**config.mk**
```make
export PLATFORM = sky130hd
export DESIGN_NAME = uart_tx_frame
export DESIGN_NICKNAME = d
export VERILOG_FILES = /design/src/rtl/uart_tx_frame.sv
export SDC_FILE = /design/constraint.sdc
export NUM_CORES = 1
export LEC_CHECK = 0
export ABC_CLOCK_PERIOD_IN_PS = 2100
export BUFFER_PORTS_ARGS = -buffer_cell sky130_fd_sc_hd__buf_2
export CAP_MARGIN = 10
export CORE_MARGIN = 1.5
export CORE_UTILIZATION = 54
export DETAILED_ROUTE_END_ITERATION = 6
export GPL_ROUTABILITY_DRIVEN = 0
export GPL_TIMING_DRIVEN = 0
export PLACE_DENSITY = 0.76
export SLEW_MARGIN = 25
export SYNTH_ARGS = -nofsm -noshare
export SYNTH_HDL_FRONTEND = slang
export SYNTH_SLANG_ARGS = --single-unit
```
**constraint.sdc**
```tcl
create_clock -name clk -period 2.1 [get_ports clk]
set_input_delay 0.105 -clock clk [delete_from_list [all_inputs] [get_ports clk]]
set_output_delay 0.105 -clock clk [all_outputs]
set_load 0.05 [all_outputs]
```
**src/rtl/uart_tx_frame.sv**
```systemverilog
// uart_tx_frame: parametrised UART transmitter.
// Sends a DBIT-wide word LSB-first as start bit, data bits, optional parity
// and STOP_BITS stop bits. Each serial bit lasts OVERSAMPLE baud_tick pulses.
// Optional feature macro: UART_TX_PARITY_EN adds a parity bit after the data
// bits (even parity, or odd when PARITY_ODD=1). Without it there is no parity
// state or logic and PARITY_ODD is ignored.
//
// state  | meaning
// -------+-------------------------------------------------------------
// IDLE   | line high, waiting for tx_start
// START  | driving the start bit (0)
// DATA   | driving shift-register LSB, n counts data bits sent
// PARITY | driving the parity bit computed at accept (macro builds only)
// STOP   | driving stop bit(s) high; sb counts stop bits when STOP_BITS=2

module uart_tx_frame #(
   parameter int DBIT       = 8,
   parameter int OVERSAMPLE = 16,
   parameter int STOP_BITS  = 1,
   parameter int PARITY_ODD = 0
) (
   input  logic            clk,
   input  logic            rst,
   input  logic            baud_tick,
   input  logic            tx_start,
   input  logic [DBIT-1:0] d_in,
   output logic            tx,
   output logic            tx_busy,
   output logic            tx_done
);

   localparam int S_W = $clog2(OVERSAMPLE);
   localparam int N_W = $clog2(DBIT);
   localparam logic [S_W-1:0] S_MAX = S_W'(OVERSAMPLE - 1);
   localparam logic [N_W-1:0] N_MAX = N_W'(DBIT - 1);

   // Reject illegal parameter combinations at elaboration.
   if (DBIT < 5 || DBIT > 9) begin : g_bad_dbit
      $error("uart_tx_frame: DBIT must be 5..9");
   end
   if (OVERSAMPLE < 2) begin : g_bad_os
      $error("uart_tx_frame: OVERSAMPLE must be >= 2");
   end
   if (STOP_BITS != 1 && STOP_BITS != 2) begin : g_bad_stop
      $error("uart_tx_frame: STOP_BITS must be 1 or 2");
   end
   if (PARITY_ODD != 0 && PARITY_ODD != 1) begin : g_bad_par
      $error("uart_tx_frame: PARITY_ODD must be 0 or 1");
   end

`ifdef UART_TX_PARITY_EN
   typedef enum logic [2:0] {
      IDLE   = 3'd0,
      START  = 3'd1,
      DATA   = 3'd2,
      PARITY = 3'd3,
      STOP   = 3'd4
   } state_t;
`else
   typedef enum logic [2:0] {
      IDLE   = 3'd0,
      START  = 3'd1,
      DATA   = 3'd2,
      STOP   = 3'd4
   } state_t;
`endif

   state_t          state_q, state_d;
   logic [S_W-1:0]  s_q, s_d;
   logic [N_W-1:0]  n_q, n_d;
   logic [DBIT-1:0] shreg_q, shreg_d;
   logic            sb_q, sb_d;
   logic            tx_d, busy_d, done_d;
   logic            bit_end;
`ifdef UART_TX_PARITY_EN
   logic            par_q, par_d;
`endif

   // State and registered outputs; reset aborts any frame and idles the line.
   always_ff @(posedge clk) begin
      if (rst) begin
         state_q <= IDLE;
         s_q     <= '0;
         n_q     <= '0;
         shreg_q <= '0;
         sb_q    <= 1'b0;
         tx      <= 1'b1;
         tx_busy <= 1'b0;
         tx_done <= 1'b0;
`ifdef UART_TX_PARITY_EN
         par_q   <= 1'b0;
`endif
      end else begin
         state_q <= state_d;
         s_q     <= s_d;
         n_q     <= n_d;
         shreg_q <= shreg_d;
         sb_q    <= sb_d;
         tx      <= tx_d;
         tx_busy <= busy_d;
         tx_done <= done_d;
`ifdef UART_TX_PARITY_EN
         par_q   <= par_d;
`endif
      end
   end

   // Next-state logic; tx is derived from the state being entered so the
   // registered line changes on the same edge as the state.
   always_comb begin
      state_d = state_q;
      s_d     = s_q;
      n_d     = n_q;
      shreg_d = shreg_q;
      sb_d    = sb_q;
      done_d  = 1'b0;
`ifdef UART_TX_PARITY_EN
      par_d   = par_q;
`endif
      bit_end = baud_tick && (s_q == S_MAX);

      if (baud_tick && state_q != IDLE) begin
         s_d = bit_end ? '0 : s_q + S_W'(1);
      end

      case (state_q)
         IDLE: begin
            if (tx_start) begin
               shreg_d = d_in;
               s_d     = '0;
               n_d     = '0;
               sb_d    = 1'b0;
`ifdef UART_TX_PARITY_EN
               par_d   = (^d_in) ^ (PARITY_ODD != 0);
`endif
               state_d = START;
            end
         end
         START: begin
            if (bit_end) begin
               n_d     = '0;
               state_d = DATA;
            end
         end
         DATA: begin
            if (bit_end) begin
               shreg_d = shreg_q >> 1;
               if (n_q == N_MAX) begin
                  sb_d = 1'b0;
`ifdef UART_TX_PARITY_EN
                  state_d = PARITY;
`else
                  state_d = STOP;
`endif
               end else begin
                  n_d = n_q + N_W'(1);
               end
            end
         end
`ifdef UART_TX_PARITY_EN
         PARITY: begin
            if (bit_end) begin
               sb_d    = 1'b0;
               state_d = STOP;
            end
         end
`endif
         STOP: begin
            if (bit_end) begin
               if (STOP_BITS == 1 || sb_q) begin
                  state_d = IDLE;
                  done_d  = 1'b1;
               end else begin
                  sb_d = 1'b1;
               end
            end
         end
         default: state_d = IDLE;
      endcase

      case (state_d)
         START:   tx_d = 1'b0;
         DATA:    tx_d = shreg_d[0];
`ifdef UART_TX_PARITY_EN
         PARITY:  tx_d = par_d;
`endif
         default: tx_d = 1'b1;
      endcase
      busy_d = (state_d != IDLE);
   end

endmodule
```
==> reports/metrics.csv <==
stage,metric,value,unit
detailed_routing,Detailed Route Iter0 Violations,15,
timing,clock period minus worst slack,1.84,ns
finish,Syn-to-layout area delta,13.1,%
floorplan,Core Footprint,1710,µm²
detailed_routing,Vias,827,
timing,worst-margin pin slew,0.467,ns
grt,first-pass GRT wire length,3080,µm
synth,Synthesis Warnings,0,
finish,non-filler instance count after layout,149,
synth,syn_nets,121,
synth,synthesized cell area,975,µm²
clocking,clk slew on worst S/H paths,0.11,ns
worst_hold_path,worst hold path stage count,3,
setup_path,R2R depth,8,
synth,Post-Synth XOR/XNOR Area,0,%
synth,Post-synth EDFFs,0,
job,MaxCap Viol Count,0,
clocking,CTS tree,built,
floorplan,die area,2070,µm²
timing,f_max,543,MHz
setup_path,critical path class,reg -> reg,
clocking,post-CTS setup buffers,0,
setup_path,"Req. time, crit path",2.29,ns
power,Worst VDD drop,0.419,mV
clocking,clock tree buffer depth,2,
setup_path,CP endpoint kind,flip-flop,
clocking,H-tree levels,1,
synth,largest family of logic cells by synthesized area,simple AND/OR/NAND/NOR gates,
synth,"Seq/Total Area, Yosys",43.1,%
timing,setup violators final,0,
timing,Slew HR,68.8,%
floorplan,Ports,15,
grt,largest net degree at the start of global routing,12,
floorplan,Die Y,45.5,µm
finish,"commonest cells after routing, fill and taps aside","dfxtp_1, buf_2, a21oi_1, nor2_1, nand2_1",
synth,mux cell area share after synthesis,0,%
detailed_routing,DRT antenna net count,0,
setup_path,"Arr. time, crit path",2.04,ns
grt,initial antenna violation count,0,
clocking,hold bufs inserted after CTS,0,
synth,Most used DFF post-synth,dfxtp_1,
placement,Post-Place Cells,145,
synth,Compound-Gate Fraction of Synth Area,19.3,%
setup_path,beginning of the critical path,s_q[0]$_SDFF_PP0_,
synth,synth unique cells,36,
run_status,outcome,completed,
floorplan,num rows,15,
synth,cell count after synthesis,106,
finish,fin area,1100,µm²
power,LEAKAGE,0.000411,µW
synth,Synth area leader,dfxtp_1,
setup_path,crit-path cells,ha_1 -> and4_4 -> buf_6 -> and2_4 -> buf_6 -> a221o_1 -> o21ai_1 -> nand3b_1,
synth,Post-synth ARST share,0,%
synth,Area contributors post-synth,"dfxtp_1, a21oi_1, a22oi_1",
setup_path,slowest cell on the critical path,dfxtp_1,
timing,RSZ-0062 raised after global routing,false,
grt,global-route usage over all layers,20.6,%
grt,vias in the first global route,721,
timing,Post-Route Skew,0.00474,ns
synth,"flops & latches, synth",21,
floorplan,initial core utilization,57.1,%
worst_hold_path,Worst Hold Class,in -> reg,
detailed_routing,via-per-instance ratio,5.55,
setup_path,maximum fanout along the worst path,8,
finish,Ant. Diodes,0,
synth,synthesized-area fraction occupied by and/or/nand/nor cells,29.8,%
finish,"Core Util, Final",64.5,%
clocking,CTS buffer count,3,
setup_path,Crit path largest cell delay,0.36,ns
finish,Fill cells,153,
finish,"most common cell after layout, fill and taps aside",dfxtp_1,
detailed_routing,final wirelength,1890,µm
synth,Yosys top cell area share,43.1,%
placement,placed cell area,1080,µm²
clocking,clk_lat worst skew,0.31,ns
worst_hold_path,worst hold path startpoint,d_in[7],
detailed_routing,drt pass-1 iters,4,
clocking,CTS sink count,21,
power,Power Dens Cells,642,nW/µm²
setup_path,crit path launch type,flip-flop,
placement,Buffers on Ports,14,
floorplan,Die X,45.5,µm
finish,share of layout cells above drive strength 1,22.6,%
placement,hpwl dp,1390,µm
timing,final hold violations,0,
clocking,post_cts resized,0,
synth,"Avg Cell Area, Syn",9.20,µm²
setup_path,worst reg2reg startpoint,s_q[0]$_SDFF_PP0_,
timing,"Period Utilization, post-route",87.7,%
detailed_routing,WL per Instance,12.7,µm
detailed_routing,DRC,0,
timing,Final Max Tran Viols,0,
setup_path,Crit path top cell by count,buf_6,
synth,Synth Area in Adders,3.85,%
grt,total grt overflow,0,
finish,Final #Nets,140,
clocking,root buffer cell,clkbuf_4,
timing,Post-Route Setup TNS,0,ns
worst paths after layout:
path,end,slack [ns]
hold reg to reg,shreg_q[4]$_SDFFE_PP0P_,0.46
hold / removal,shreg_q[7]$_SDFFE_PP0P_,0.04
setup reg to reg,tx$_SDFF_PP1_,0.26
setup / recovery,tx$_SDFF_PP1_,0.26
final cells by class:
| cell class | count | area, µm² | area share, % |
|---|---|---|---|
| flip-flops and latches | 21 | 420 | 38.1 |
| repair buffers | 14 | 70.1 | 6.36 |
| inverters | 1 | 3.75 | 0.341 |
| well taps | 25 | 31.3 | 2.84 |
| plain buffers | 5 | 35.0 | 3.18 |
| multi-input cells | 79 | 515 | 46.8 |
| clock buffers | 4 | 26.3 | 2.38 |
cell families after synthesis:
group / after synthesis
flops: 21
buf+inv: 6
compound gates: 30
fa+ha+maj: 3
simple gates: 46
worst max-delay path: cells and delay by family, from the launching register on:
family / cells / cell delay [ns]
buffers and inverters: 2 / 0.24
DFF: 1 / 0.36
adders and majority gates: 1 / 0.25
and+or+nand+nor: 3 / 0.40
AOI/OAI and AO/OA: 2 / 0.47
per-layer routing:
| layer | vias up | track usage (%) | part of all wire, % | wire length [µm] |
|---|---|---|---|---|
| met1 | 378 | 25.3 | 43 | 817 |
| met5 | - | 0 | 0 | 0 |
| met4 | 0 | 8.82 | 2.0 | 37 |
| met2 | 16 | 34.1 | 51 | 963 |
| met3 | 5 | 4.76 | 3.9 | 73 |
| li1 | 428 | - | - | - |
Yosys cell counts (2+ instances only):
cell and instances:
nand2_1 8, and2_4 2, nor4_1 2, dfxtp_1 21
nor2_1 10, a21oi_1 14, nand4_1 2, nand3_1 3
clkbuf_1 2, a31oi_1 2, nand2b_1 5, o21ai_1 2
a22oi_1 6, buf_6 2, ha_1 3, a32oi_1 2
report_power, final:
| part | total, µW | internal [µW] | switching, µW |
|---|---|---|---|
| logic | 88.2 | 35.4 | 52.8 |
| registers | 424 | 413 | 10.6 |
| clock network | 195 | 74.2 | 121 |
metrics by stage:
step / worst slack, ns / power [µW] / hold WS (ns)
finish: 0.258 / 708 / 0.0369
floorplan: 0.367 / 492 / 0.241
global placement: 0.296 / 518 / 0.350
CTS: 0.260 / 712 / 0.0377
global route: 0.166 / 739 / 0.0425
detailed placement: 0.281 / 521 / 0.367
state kept, by name, indices dropped and copies added (netlist names):
register,count
state_q,3
tx,1
tx_busy,1
shreg_q,8
s_q,4
n_q,3
tx_done,1
Power figures use the tool's default switching activity.
